--- config.mk ---
export PLATFORM = sky130hd
export DESIGN_NAME = seq_mul_unit_flat
export DESIGN_NICKNAME = d
export VERILOG_FILES = /design/src/rtl/cpu_mul_pkg.sv /design/src/rtl/seq_mul_unit_if.sv /design/src/rtl/mul_pp_step.sv /design/src/rtl/seq_mul_unit.sv /design/src/flat_wrapper.sv
export SDC_FILE = /design/constraint.sdc
export NUM_CORES = 1
export LEC_CHECK = 0
export ABC_AREA = 1
export ABC_CLOCK_PERIOD_IN_PS = 3600
export BUFFER_PORTS_ARGS = -buffer_cell sky130_fd_sc_hd__buf_2
export CAP_MARGIN = 20
export CORE_ASPECT_RATIO = 0.9
export CORE_MARGIN = 2
export CORE_UTILIZATION = 30
export CTS_CLUSTER_DIAMETER = 60
export DETAILED_ROUTE_END_ITERATION = 16
export PLACE_DENSITY = 0.52
export SLEW_MARGIN = 20
export SYNTH_ARGS = -nofsm -noshare
export SYNTH_HDL_FRONTEND = slang
export SYNTH_HIERARCHICAL = 1
export SYNTH_SLANG_ARGS = --single-unit
--- constraint.sdc ---
create_clock -name clk -period 3.6 [get_ports clk]
set_input_delay 0.36 -clock clk [delete_from_list [all_inputs] [get_ports clk]]
set_output_delay 0.36 -clock clk [all_outputs]
set_load 0.05 [all_outputs]
--- src/rtl/cpu_mul_pkg.sv ---
// rtl/cpu_mul_pkg.sv - shared state encoding and parameter checks for the sequential multiplier
package cpu_mul_pkg;

    typedef enum logic [1:0] {
        ST_IDLE = 2'd0,
        ST_RUN  = 2'd1,
        ST_FIX  = 2'd2,
        ST_DONE = 2'd3
    } mul_state_t;

    // Digit width must be 1, 2 or 4 and tile the operand exactly.
    function automatic bit bpc_legal(input int bpc, input int width);
        if (width < 8)
            return 1'b0;
        if (bpc != 1 && bpc != 2 && bpc != 4)
            return 1'b0;
        return (width % bpc) == 0;
    endfunction

endpackage

--- src/rtl/seq_mul_unit_if.sv ---
// rtl/seq_mul_unit_if.sv - start/busy/ready operand and result bundle for seq_mul_unit
interface seq_mul_unit_if #(
    parameter int WIDTH = 32
);
    logic                 start;
    logic                 signed_mode;
    logic [WIDTH-1:0]     ina;
    logic [WIDTH-1:0]     inb;
    logic [2*WIDTH-1:0]   result;
    logic                 busy;
    logic                 ready;

    modport master (
        output start, signed_mode, ina, inb,
        input  result, busy, ready
    );

    modport slave (
        input  start, signed_mode, ina, inb,
        output result, busy, ready
    );
endinterface

--- src/rtl/mul_pp_step.sv ---
// rtl/mul_pp_step.sv - one shift-add step: acc + (mcand * digit) << shift
module mul_pp_step #(
    parameter int WIDTH          = 32,
    parameter int BITS_PER_CYCLE = 1,
    parameter int SHIFT_W        = 6
) (
    input  logic [WIDTH-1:0]          mcand,
    input  logic [BITS_PER_CYCLE-1:0] digit,
    input  logic [SHIFT_W-1:0]        shift,
    input  logic [2*WIDTH-1:0]        acc_in,
    output logic [2*WIDTH-1:0]        acc_out
);
    logic [2*WIDTH-1:0] mcand_ext;
    logic [2*WIDTH-1:0] digit_ext;
    logic [2*WIDTH-1:0] pp;

    assign mcand_ext = {{WIDTH{1'b0}}, mcand};
    assign digit_ext = {{(2*WIDTH-BITS_PER_CYCLE){1'b0}}, digit};
    // The product of a WIDTH-bit value and a small digit never exceeds 2*WIDTH bits.
    assign pp        = mcand_ext * digit_ext;
    assign acc_out   = acc_in + (pp << shift);
endmodule

--- src/rtl/seq_mul_unit.sv ---
// rtl/seq_mul_unit.sv - iterative signed/unsigned shift-add multiplier with optional early exit
module seq_mul_unit
    import cpu_mul_pkg::*;
#(
    parameter int WIDTH          = 32,
    parameter int BITS_PER_CYCLE = 1,
    parameter bit EARLY_EXIT     = 1'b0
) (
    input  logic           clk,
    input  logic           rst_n,
    seq_mul_unit_if.slave  bus
);
    localparam int STEPS   = WIDTH / BITS_PER_CYCLE;
    localparam int COUNT_W = $clog2(STEPS + 1);
    localparam int SHIFT_W = $clog2(WIDTH) + 1;

    if (!bpc_legal(BITS_PER_CYCLE, WIDTH)) begin : g_bad_param
        $error("seq_mul_unit: illegal WIDTH/BITS_PER_CYCLE combination");
    end

    mul_state_t             state, state_nxt;
    logic [WIDTH-1:0]       mcand;
    logic [WIDTH-1:0]       mplier;
    logic [WIDTH-1:0]       mplier_shifted;
    logic [2*WIDTH-1:0]     acc;
    logic [2*WIDTH-1:0]     acc_nxt;
    logic [2*WIDTH-1:0]     result_q;
    logic [SHIFT_W-1:0]     shift;
    logic [COUNT_W-1:0]     count;
    logic                   neg;
    logic                   accept;
    logic [WIDTH-1:0]       mag_a;
    logic [WIDTH-1:0]       mag_b;

    // Negating the most negative value yields 2^(WIDTH-1), which is the correct unsigned magnitude.
    assign mag_a = (bus.signed_mode && bus.ina[WIDTH-1]) ? -bus.ina : bus.ina;
    assign mag_b = (bus.signed_mode && bus.inb[WIDTH-1]) ? -bus.inb : bus.inb;

    assign mplier_shifted = mplier >> BITS_PER_CYCLE;

    mul_pp_step #(
        .WIDTH          (WIDTH),
        .BITS_PER_CYCLE (BITS_PER_CYCLE),
        .SHIFT_W        (SHIFT_W)
    ) u_pp_step (
        .mcand   (mcand),
        .digit   (mplier[BITS_PER_CYCLE-1:0]),
        .shift   (shift),
        .acc_in  (acc),
        .acc_out (acc_nxt)
    );

    always_ff @(posedge clk or negedge rst_n) begin
        if (!rst_n)
            state <= ST_IDLE;
        else
            state <= state_nxt;
    end

    always_comb begin
        state_nxt = state;
        accept    = 1'b0;
        case (state)
            ST_IDLE, ST_DONE: begin
                if (bus.start) begin
                    accept    = 1'b1;
                    state_nxt = ST_RUN;
                end
            end
            ST_RUN: begin
                if (count == COUNT_W'(1) || (EARLY_EXIT && mplier_shifted == '0))
                    state_nxt = ST_FIX;
            end
            ST_FIX:  state_nxt = ST_DONE;
            default: state_nxt = ST_IDLE;
        endcase
    end

    always_ff @(posedge clk or negedge rst_n) begin
        if (!rst_n) begin
            mcand    <= '0;
            mplier   <= '0;
            acc      <= '0;
            shift    <= '0;
            count    <= '0;
            neg      <= 1'b0;
            result_q <= '0;
        end else if (accept) begin
            mcand  <= mag_a;
            mplier <= mag_b;
            neg    <= bus.signed_mode & (bus.ina[WIDTH-1] ^ bus.inb[WIDTH-1]);
            acc    <= '0;
            shift  <= '0;
            count  <= COUNT_W'(STEPS);
        end else if (state == ST_RUN) begin
            acc    <= acc_nxt;
            mplier <= mplier_shifted;
            shift  <= shift + SHIFT_W'(BITS_PER_CYCLE);
            count  <= count - COUNT_W'(1);
        end else if (state == ST_FIX) begin
            // Two's-complement negation of zero is zero, so no negative-zero case arises.
            result_q <= neg ? -acc : acc;
        end
    end

    assign bus.result = result_q;
    assign bus.busy   = (state == ST_RUN) || (state == ST_FIX);
    assign bus.ready  = (state == ST_DONE);
endmodule
--- src/flat_wrapper.sv ---
// flat-port wrapper written by rule: the top's interface ports become plain ports
module seq_mul_unit_flat import cpu_mul_pkg::*;
#(
    parameter int WIDTH          = 32,
    parameter int BITS_PER_CYCLE = 1,
    parameter bit EARLY_EXIT     = 1'b0
)
  (clk, rst_n, bus_start, bus_signed_mode, bus_ina, bus_inb, bus_result, bus_busy, bus_ready);
  seq_mul_unit_if #(.WIDTH(WIDTH)) bus_i ();
  input  logic clk;
  input  logic rst_n;
  input wire logic [$bits(bus_i.start)-1:0] bus_start;
  input wire logic [$bits(bus_i.signed_mode)-1:0] bus_signed_mode;
  input wire logic [$bits(bus_i.ina)-1:0] bus_ina;
  input wire logic [$bits(bus_i.inb)-1:0] bus_inb;
  output wire logic [$bits(bus_i.result)-1:0] bus_result;
  output wire logic [$bits(bus_i.busy)-1:0] bus_busy;
  output wire logic [$bits(bus_i.ready)-1:0] bus_ready;
  assign bus_i.start = bus_start;
  assign bus_i.signed_mode = bus_signed_mode;
  assign bus_i.ina = bus_ina;
  assign bus_i.inb = bus_inb;
  assign bus_result = bus_i.result;
  assign bus_busy = bus_i.busy;
  assign bus_ready = bus_i.ready;
  seq_mul_unit #(.WIDTH(WIDTH), .BITS_PER_CYCLE(BITS_PER_CYCLE), .EARLY_EXIT(EARLY_EXIT)) u_core (.clk(clk), .rst_n(rst_n), .bus(bus_i));
endmodule
==> run summary <==
The achievable frequency was 277 MHz. The count of pins on the block boundary was 134; the number of port buffers was 133. Dividing total power by cell area gives a power density of 954 nW/um2. The finished cells cover 28700 um2.

Final worst setup slack: -0.0117 ns. On the final layout, the worst clock skew is 0.0163 ns. Counting stages on the worst path, the most repeated cell is sky130_fd_sc_hd__nand2_1.

Summing over every cut layer, the via total after detailed routing is 23686. The detailed-route vias per instance came out at 5.04. The fraction of the core area covered by cells at the end of the flow is 0.427, and the initial standard-cell utilization of the core is 0.305. The final critical-path required period is 3.61 ns.

Synthesis handed over a netlist of 3397 instances. In this run the worst hold path is classified as input pin to flop. For the worst setup path, the data arrival time is 4.08 ns. The relative max-transition margin is 0.421, and the netlist area before placement is 20500 um2. Measured in cells, the most critical reg-to-reg path has a length of 28.

Dividing the detail-routed wire length by the instance count gives 18.3 um. Endpoint kind of the worst setup timing path: a flop. For the total global routing overflow, the log shows 0. By count the netlist is led by sky130_fd_sc_hd__nand2_1, sky130_fd_sc_hd__nor2_1, sky130_fd_sc_hd__nand3_1, sky130_fd_sc_hd__inv_1, sky130_fd_sc_hd__o21ai_0.

The top-area cell type share of the netlist area was 0.252. The maximum number of pins on one net before global-route repair came out at 155. The cell depth of the worst hold path is 3.

The routed design has 86100 um of wire. The placeable core area was 67300 um2. Buffers inserted during clock tree synthesis total 34. Before antenna repair, the detailed router went through 6 iterations.

The first global-routing pass estimated 129000 um of wire. The number of pins exceeding their max-slew limit in the final report is 0. The cell area after placement was 24100 um2. TritonCTS built the clock tree.

For the required time reported for the critical path endpoint, the log shows 4.07 ns. The wire-length estimate of the detail-placed layout is 67100 um. The average cell area after synthesis was 6.05 um2.

The largest single stage delay on the critical path is 0.43 ns. Among all stages on the critical path, the largest delay is contributed by sky130_fd_sc_hd__dfrtp_2. The proportion of synthesized flip-flops having asynchronous set or reset is 1.00, and the floorplan die width is 280 um. The fraction of final layout cells sized beyond drive strength 1 was 0.335; the count of yosys warnings during synthesis was 6. The clock reaches the later pin of the worst-skew pair after 0.55 ns. The initial antenna violation count is 0.

The worst setup path is of the flop to flop kind. sky130_fd_sc_hd__dfrtp_1 takes more of the synthesized area than any other cell. The run gives 0 as the number of inserted diodes. The period utilization is 1.00, and the part of the Yosys area used for sequential elements is 0.252. The die covers 70600 um2. Cell row count: 90.

The tree built by TritonCTS fans out to 207 sinks. The tools report the sort of element at the start of the critical path as a flop. The count of endpoints failing setup in the final report is 2. The flow ran to the end, but the final reports show violations. After filler insertion, the fill cell instance count of the layout stands at 7149. The die is 252 um tall. Setup repair after global routing could not meet its margin everywhere. After the last flow step, the layout net total stands at 3948.

The synthesis-to-finish area growth is 40.0%, and the worst vdd rail ir drop is 0.638 mV. The total routing resource utilization after global routing was 0.236. Once detail routing completed, the nets flagged for antenna violations numbered 0. The max capacitance violation total came out at 0. The most common cell in the synthesized netlist is sky130_fd_sc_hd__nand2_1. Among all flip-flop cells after synthesis, the most frequent one is sky130_fd_sc_hd__dfrtp_1.

At the pin with the least slew margin, the transition time is 0.869 ns. For the number of hold violations in the final report, the log shows 0. For the number of global-route vias before repair, the log shows 22077. Counting flops with a built-in enable in the synthesized netlist gives 0.

The run gives 16200 um2 as the multi-input gate area in the final layout. The initial DRC count is 2100, and the number of nets in the synthesized netlist is 3540. Counting flops and latches in the post-synthesis netlist gives 207. By area the synthesized netlist is led by sky130_fd_sc_hd__dfrtp_1, sky130_fd_sc_hd__nand2_1, sky130_fd_sc_hd__nand3_1. The final reports fail on setup timing.

Clock-pin slew was measured on the worst setup and hold paths at 0.06 ns. The tools report the DRC violation count after routing as 0. The analysis attributes to cell leakage a power of 14.0 nW. The cell sitting at the root of the clock tree is a sky130_fd_sc_hd__clkbuf_16. Registers take 5180 um2. The run gives 2 as the maximum level of the CTS H-tree. In this run the worst path has a maximum fanout of 12. The synthesized netlist contains 61 unique library cells. The longest clock path from root to sink contains 3 buffers.

Routability-driven placement finished with a final weighted congestion of 0.986.
-- layout make-up --
cell class | count | area share
Sequential cell | 207 | 0.180
Clock buffer | 41 | 0.0323
Tap cell | 874 | 0.0380
Timing Repair Buffer | 497 | 0.132
Multi-Input combinational cell | 2712 | 0.562
Clock inverter | 19 | 0.00801
Inverter | 353 | 0.0466
-- layer usage --
| metal | track usage | vias to the layer above | share of wire |
|---|---|---|---|
| li1 | - | 11839 | - |
| met1 | 0.342 | 11059 | 0.47 |
| met4 | 0.0521 | 0 | 0.023 |
| met3 | 0.0400 | 95 | 0.070 |
| met2 | 0.364 | 693 | 0.43 |
| met5 | 0 | - | 0 |
-- stage by stage --
| stage | worst slack, ns | total power [W] | hold WS (ns) | cells | TNS, ns |
|---|---|---|---|---|---|
| floorplan | 0.662 | 0.0143 | 0.0644 | 3397 | 0 |
| global placement | -0.533 | 0.0203 | 0.397 | 4581 | -6.42 |
| detailed placement | -0.500 | 0.0204 | 0.400 | 4581 | -7.43 |
| CTS | -0.0296 | 0.0246 | 0.0799 | 4661 | -0.184 |
| global route | -0.207 | 0.0294 | 0.115 | 4703 | -4.25 |
| finish | -0.0117 | 0.0274 | 0.109 | 4703 | -0.0213 |
-- cells in the final DEF (no fill, tap or decap), drive strengths merged, types with 4 or more instances in the layout --
cell type  count
a21o           4
a21oi        110
a31oi         18
and2           6
buf          494
clkbuf        43
clkinv         5
dfrtp        207
ha            74
inv          362
nand2       1154
nand3        372
nand3b         9
nand4         45
nor2         433
nor3          28
nor4           8
o211ai         7
o21a           4
o21ai        314
o21bai        10
o31ai          4
or2            6
xnor2         12
xor2          79
-- state kept, by name (all words and copies together), names as in the netlist --
register	cells
u_core/acc	64
u_core/mcand	32
u_core/mplier	32
u_core/bus.result	64
u_core/count	6
u_core/neg	1
u_core/shift	6
u_core/state	2
-- logic make-up after synthesis --
family	after synthesis	share of synthesized area
AO/OA/AOI/OAI	480	0.132
XOR/XNOR	91	0.0388
adder cells (fa/ha/maj)	75	0.0461
buffers and inverters	478	0.0988
flip-flops	207	0.252
multiplexers	1	0.000487
AND/OR/NAND/NOR	2065	0.431
-- where the power goes --
part	internal, W	switching [W]
logic	0.00738	0.0125
registers	0.00328	0.000829
clock network	0.00210	0.00132
-- worst max-delay path: cells and delay by family (launching register included) --
kind / cells / cell delay [ns]
AND/OR/NAND/NOR: 17 / 1.71
buffers and inverters: 6 / 0.55
flip-flops: 1 / 0.43
AO/OA/AOI/OAI: 3 / 0.41
adder cells (fa/ha/maj): 1 / 0.29
multiplexers: 1 / 0.12
-- repair_timing --
action                                  4_1_cts  5_1_grt
endpoints found under the setup margin       42       50
gates resized for setup                     220      565
hold buffers                                  1        0
pin swaps                                    48      175
buffers inserted                             18       43
hold endpoints to repair                     78        0
gates cloned                                  1        2
-- path summary, 6_finish.rpt --
| path | startpoint | to | slack (ns) |
|---|---|---|---|
| max | u_core/mplier[0] | u_core/acc[49] | -0.01 |
| min reg2reg | u_core/bus.result[3] | u_core/bus.result[3] | 0.47 |
| max in group asynchronous | rst_n | u_core/neg | 2.33 |
| min | bus_ina[23] | u_core/mcand[23] | 0.11 |
| max reg2reg | u_core/mplier[0] | u_core/acc[49] | -0.01 |
| min in group asynchronous | rst_n | u_core/bus.result[7] | 0.40 |
No activity file was read; power rests on OpenSTA's default activity.
